File: config.mk
export PLATFORM = sky130hd
export DESIGN_NAME = fir_sample_feeder
export DESIGN_NICKNAME = d
export VERILOG_FILES = /design/src/rtl/fir_sample_feeder_pkg.sv /design/src/rtl/fir_coef_bank.sv /design/src/rtl/fir_sample_feeder.sv
export SDC_FILE = /design/constraint.sdc
export NUM_CORES = 1
export LEC_CHECK = 0
export ABC_CLOCK_PERIOD_IN_PS = 5150
export BUFFER_PORTS_ARGS = -buffer_cell sky130_fd_sc_hd__buf_2
export CORE_ASPECT_RATIO = 0.75
export CORE_MARGIN = 2
export CORE_UTILIZATION = 45
export DETAILED_ROUTE_END_ITERATION = 8
export GPL_TIMING_DRIVEN = 0
export HOLD_SLACK_MARGIN = 0.12
export PLACE_DENSITY = 0.74
export SETUP_SLACK_MARGIN = 0.3
export SKIP_LAST_GASP = 1
export SLEW_MARGIN = 20
export SYNTH_ARGS = -nofsm -noshare
export SYNTH_HDL_FRONTEND = slang
export SYNTH_SLANG_ARGS = --single-unit
export TNS_END_PERCENT = 100
File: constraint.sdc
create_clock -name clk -period 5.15 [get_ports clk]
set_input_delay 0.7725 -clock clk [delete_from_list [all_inputs] [get_ports clk]]
set_output_delay 0.7725 -clock clk [all_outputs]
set_load 0.02 [all_outputs]
File: src/rtl/fir_sample_feeder_pkg.sv
// fir_sample_feeder_pkg
// Shared definitions for the FIR sample feeder slice: FSM state encoding,
// sample/accumulator widths, tap count and the packed tap-vector type used
// by both the coefficient bank and the feeder top.
package fir_sample_feeder_pkg;

    localparam int SAMPLE_W = 8;
    localparam int ACC_W    = 10;
    localparam int TAPS     = 4;
    localparam int COEF_AW  = 2;

    typedef enum logic [1:0] {
        IDLE = 2'd0,
        RUN  = 2'd1,
        HOLD = 2'd2
    } feeder_state_t;

    typedef logic [SAMPLE_W-1:0] sample_t;

    // Element 0 is the newest sample / coefficient h_0.
    typedef sample_t [TAPS-1:0] tap_vec_t;

endpackage

File: src/rtl/fir_coef_bank.sv
// fir_coef_bank
// 4x8 coefficient register file with a single write port. All entries are
// visible in parallel so the feeder can snapshot the whole bank at once.
//   clk, rst    : clock and asynchronous active-high reset
//   we          : write strobe, accepted in any feeder state
//   addr, wdata : write index (0..3) and Q1.7 coefficient value
//   coefs       : current bank contents, coefs[0] = h_0
module fir_coef_bank
    import fir_sample_feeder_pkg::*;
(
    input  logic               clk,
    input  logic               rst,
    input  logic               we,
    input  logic [COEF_AW-1:0] addr,
    input  sample_t            wdata,
    output tap_vec_t           coefs
);

    always_ff @(posedge clk or posedge rst) begin
        if (rst) begin
            coefs <= '0;
        end else if (we) begin
            coefs[addr] <= wdata;
        end
    end

endmodule

File: src/rtl/fir_sample_feeder.sv
// fir_sample_feeder
// Feeds a 4-tap delay line and a snapshot of the coefficient bank to an
// external MAC, waits (bounded by TIMEOUT) for its result and holds that
// result on a valid/ready output until it is taken.
//   clk, rst                     : clock, asynchronous active-high reset
//   in_valid/in_ready/in_data    : upstream Q1.7 sample handshake
//   coef_we/coef_addr/coef_wdata : coefficient bank write port
//   mac_enable                   : high exactly while waiting for the MAC
//   h_0..h_3, data_0..data_3     : active coefficients and taps to the MAC
//   mac_done/mac_data_out        : MAC result strobe and value
//   y_valid/y_ready/y_data       : downstream result handshake
//   timeout_err                  : sticky, MAC did not answer in time
module fir_sample_feeder
    import fir_sample_feeder_pkg::*;
#(
    parameter int unsigned TIMEOUT = 8
) (
    input  logic               clk,
    input  logic               rst,
    input  logic               in_valid,
    output logic               in_ready,
    input  logic [SAMPLE_W-1:0] in_data,
    input  logic               coef_we,
    input  logic [COEF_AW-1:0] coef_addr,
    input  logic [SAMPLE_W-1:0] coef_wdata,
    output logic               mac_enable,
    output logic [SAMPLE_W-1:0] h_0,
    output logic [SAMPLE_W-1:0] h_1,
    output logic [SAMPLE_W-1:0] h_2,
    output logic [SAMPLE_W-1:0] h_3,
    output logic [SAMPLE_W-1:0] data_0,
    output logic [SAMPLE_W-1:0] data_1,
    output logic [SAMPLE_W-1:0] data_2,
    output logic [SAMPLE_W-1:0] data_3,
    input  logic               mac_done,
    input  logic [ACC_W-1:0]   mac_data_out,
    output logic               y_valid,
    input  logic               y_ready,
    output logic [ACC_W-1:0]   y_data,
    output logic               timeout_err
);

    localparam int CNT_W = $clog2(TIMEOUT + 1);
    localparam logic [CNT_W-1:0] TIMEOUT_CNT = CNT_W'(TIMEOUT);

    feeder_state_t    state;
    tap_vec_t         taps;
    tap_vec_t         h_act;
    tap_vec_t         bank;
    logic [CNT_W-1:0] wait_cnt;

    fir_coef_bank u_coef_bank (
        .clk   (clk),
        .rst   (rst),
        .we    (coef_we),
        .addr  (coef_addr),
        .wdata (coef_wdata),
        .coefs (bank)
    );

    assign in_ready = (state == IDLE);

    assign data_0 = taps[0];
    assign data_1 = taps[1];
    assign data_2 = taps[2];
    assign data_3 = taps[3];
    assign h_0    = h_act[0];
    assign h_1    = h_act[1];
    assign h_2    = h_act[2];
    assign h_3    = h_act[3];

    // wait_cnt holds the number of RUN cycles elapsed including the current
    // one, so it is loaded with 1 on acceptance. Checking mac_done before the
    // limit makes a result on the final allowed cycle count as success.
    // The bank snapshot uses the pre-edge bank, so a write on the acceptance
    // edge only affects the following sample.
    always_ff @(posedge clk or posedge rst) begin
        if (rst) begin
            state       <= IDLE;
            mac_enable  <= 1'b0;
            y_valid     <= 1'b0;
            y_data      <= '0;
            timeout_err <= 1'b0;
            taps        <= '0;
            h_act       <= '0;
            wait_cnt    <= '0;
        end else begin
            case (state)
                IDLE: begin
                    if (in_valid) begin
                        taps       <= {taps[TAPS-2:0], in_data};
                        h_act      <= bank;
                        wait_cnt   <= CNT_W'(1);
                        mac_enable <= 1'b1;
                        state      <= RUN;
                    end
                end
                RUN: begin
                    if (mac_done) begin
                        y_data     <= mac_data_out;
                        y_valid    <= 1'b1;
                        mac_enable <= 1'b0;
                        wait_cnt   <= '0;
                        state      <= HOLD;
                    end else if (wait_cnt == TIMEOUT_CNT) begin
                        timeout_err <= 1'b1;
                        mac_enable  <= 1'b0;
                        wait_cnt    <= '0;
                        state       <= IDLE;
                    end else begin
                        wait_cnt <= wait_cnt + CNT_W'(1);
                    end
                end
                HOLD: begin
                    if (y_ready) begin
                        y_valid <= 1'b0;
                        state   <= IDLE;
                    end
                end
                default: begin
                    state <= IDLE;
                end
            endcase
        end
    end

endmodule

==> metrics.cfg <==
[power_and_ir_drop]
cellPowerDensity_nw_per_um2=697
clkPwrFrac=0.265
combPwrFrac=0.362
pwr-share-seq=0.373
ir_drop_mv=0.376
power_switching_mw=1.39
p_leak_nw=2.69
internal-power_mw=2.59
sw_frac_of_total=0.349

[clocking]
post_cts_buffers=0
cts_tree=built
holdBufCountCts=0
cts_buffers=17
post_cts_resized=0
clockBufferDepth=2
clkTransAtPathRegs_ns=0.05
cts-root-buf=clkbuf_16
clock_latency_ns=0.40
htree_levels=4
cts_sinks=115

[floorplan]
core_region_area_sq_um=9580
die_h_um=89.7
ios=112
placementRows=31
chipWidth_um=118
dieArea_sq_um=10600
start_util=0.460

[synthesis]
ys_seq_area_frac=0.653
avgSynthCellArea_sq_um=16.2
synth_cells=272
synth_seq_cells=115
synth_top_area_frac=0.653
synthesis.nets=308
synth_area_leaders=dfrtp_1 (65%), mux2_2 (27%), buf_2 (0.79%)
yosysTopAreaCell=dfrtp_1
synth_area_sq_um=4410
yosys_warnings=0
synth_cell_types=25

[setup_path]
required_ns=4.38
path_class=flop to output port
cp-start-kind=flop
worstPathMaxFanout=8
end_kind=output port
crit_arrival_ns=1.19

[drt]
drtPass1Iterations=4
drc=0
num_vias=2715
drtAntennaViolNets=0
wirelength_um=8820
drtIter0Drc=136
viasPerCell=4.95
routedWlPerCell_um=16.1

[flow_run]
drv_cap=0

[timing]
slew_violations=0
hold_viol_final=0
fmax_ghz=0.509
fin_crit_ns=1.97
worst_pin_slew_ns=0.835
rsz0062_at_grt=false
finalSetupTns_ns=0
hold_slack_ns=0.365
setup_viol=0
finClkSkew_ns=0.00643
slew_headroom=0.441
fin_crit_sh=0.382

[place]
portBuffers=111
dp_hpwl_um=6330
globalplace.congestion=0.715
dpl_cell_area_sq_um=5160

[global_routing]
grt.total_usage=0.181
antenna_found_initial=0
grt_max_degree=76
gr-total-overflow=0
grt_pass1_wl_um=15000
grt_pass1_vias=2968

[cells_and_area]
layout.nets=439
area_growth_pct=29.3
finalInstanceArea_sq_um=5700
num_antenna_cells=0
final_core_util=0.595
drive_gt1_frac=0.632
final.fill_count=827

[worst_hold_path]
hold_path.class=primary input to async pin

[run_status]
outcome=completed

## metrics by stage
step	instances	worst slack, ns	total power [mW]
finish	548	3.18	3.97
global route	548	3.09	4.21
CTS	548	3.16	4.03
detailed placement	516	2.99	2.96
global placement	515	0.156	2.90
floorplan	272	1.33	2.46
## logic make-up after synthesis
group | count (synthesis) | synth area share
compound gates | 12 | 0.0190
mux | 107 | 0.273
flops | 115 | 0.653
fa+ha+maj | 2 | 0.00568
buf+inv | 14 | 0.0173
simple gates | 22 | 0.0318
## worst max-delay path, cell delays in order, from the launching register on
cell and delay (ns):
dfrtp_1 0.37, buf_2 0.17, nor2_1 0.10, buf_2 0.16
## final timing paths
kind	depth (start not counted)	start	endpoint	slack [ns]
max in group asynchronous	3	rst	h_3[3]$_DFFE_PP0P_	4.11
min in group clk	1	timeout_err$_DFFE_PP0P_	timeout_err$_DFFE_PP0P_	0.46
min reg2reg	1	timeout_err$_DFFE_PP0P_	timeout_err$_DFFE_PP0P_	0.46
max	3	state[1]$_DFFE_PP0P_	in_ready	3.18
min	2	rst	data_0[7]$_DFFE_PP0P_	0.36
max reg2reg	5	state[1]$_DFFE_PP0P_	h_3[4]$_DFFE_PP0P_	3.40
## Yosys cell counts
master and count:
a21o_1 3, a21oi_1 1, a2bb2oi_1 1, a32o_1 2
and3b_1 1, buf_2 7, buf_4 2, buf_6 1
dfrtp_1 115, ha_1 2, inv_1 4, mux2_2 107
nand2_1 3, nand2b_1 1, nand3_1 2, nand3b_1 3
nor2_1 7, nor2b_2 1, nor3_1 1, nor3b_2 1
nor3b_4 1, o21ai_0 3, o21ai_1 1, o31ai_1 1
or4b_2 1
## power by group through the flow
stage | Clock, mW | Sequential [mW] | Combinational [mW]
after floorplan | 0 | 1.85 | 0.606
after global placement | 0 | 1.47 | 1.42
after detailed placement | 0 | 1.50 | 1.46
after CTS | 1.08 | 1.49 | 1.46
after global routing | 1.12 | 1.54 | 1.55
final | 1.05 | 1.48 | 1.44
## sequential cells by signal, summed over array words and instances, names as in the netlist
name,flops
u_coef_bank.coefs,32
y_data,10
data_0,8
data_1,8
data_2,8
data_3,8
h_0,8
h_1,8
h_2,8
h_3,8
wait_cnt,4
state,2
mac_enable,1
timeout_err,1
y_valid,1
## per-layer routing
metal | track usage | wire length [um] | vias up
met5 | 0 | 0 | -
met4 | 0.0723 | 102 | 0
met3 | 0.0571 | 449 | 8
met2 | 0.295 | 4470 | 68
met1 | 0.226 | 3800 | 1400
li1 | - | - | 1239
## final cells by class
class | instances | area (sq um) | area share
Buffer | 10 | 61.3 | 0.0108
Clock buffer | 21 | 450 | 0.0790
Clock inverter | 11 | 87.6 | 0.0154
Inverter | 4 | 20.0 | 0.00351
Multi-Input combinational cell | 143 | 1450 | 0.255
Sequential cell | 115 | 2880 | 0.505
Tap cell | 132 | 165 | 0.0290
Timing Repair Buffer | 112 | 583 | 0.102
## layout by cell type (no fill, tap or decap), types with 2 or more instances in the layout
| cell type | Yosys | final |
|---|---|---|
| nor2_1 | 7 | 7 |
| mux2_2 | 107 | 107 |
| clkinv_2 | 0 | 7 |
| a21o_1 | 3 | 3 |
| nand3_1 | 2 | 2 |
| nand2_1 | 3 | 3 |
| dfrtp_1 | 115 | 115 |
| clkbuf_1 | 0 | 3 |
| buf_4 | 2 | 2 |
| nand3b_1 | 3 | 3 |
| o21ai_0 | 3 | 3 |
| inv_1 | 4 | 3 |
| a32o_1 | 2 | 2 |
| clkinvlp_4 | 0 | 3 |
| ha_1 | 2 | 2 |
| clkbuf_16 | 0 | 17 |
| buf_2 | 7 | 118 |
Power figures use the tool's default switching activity.
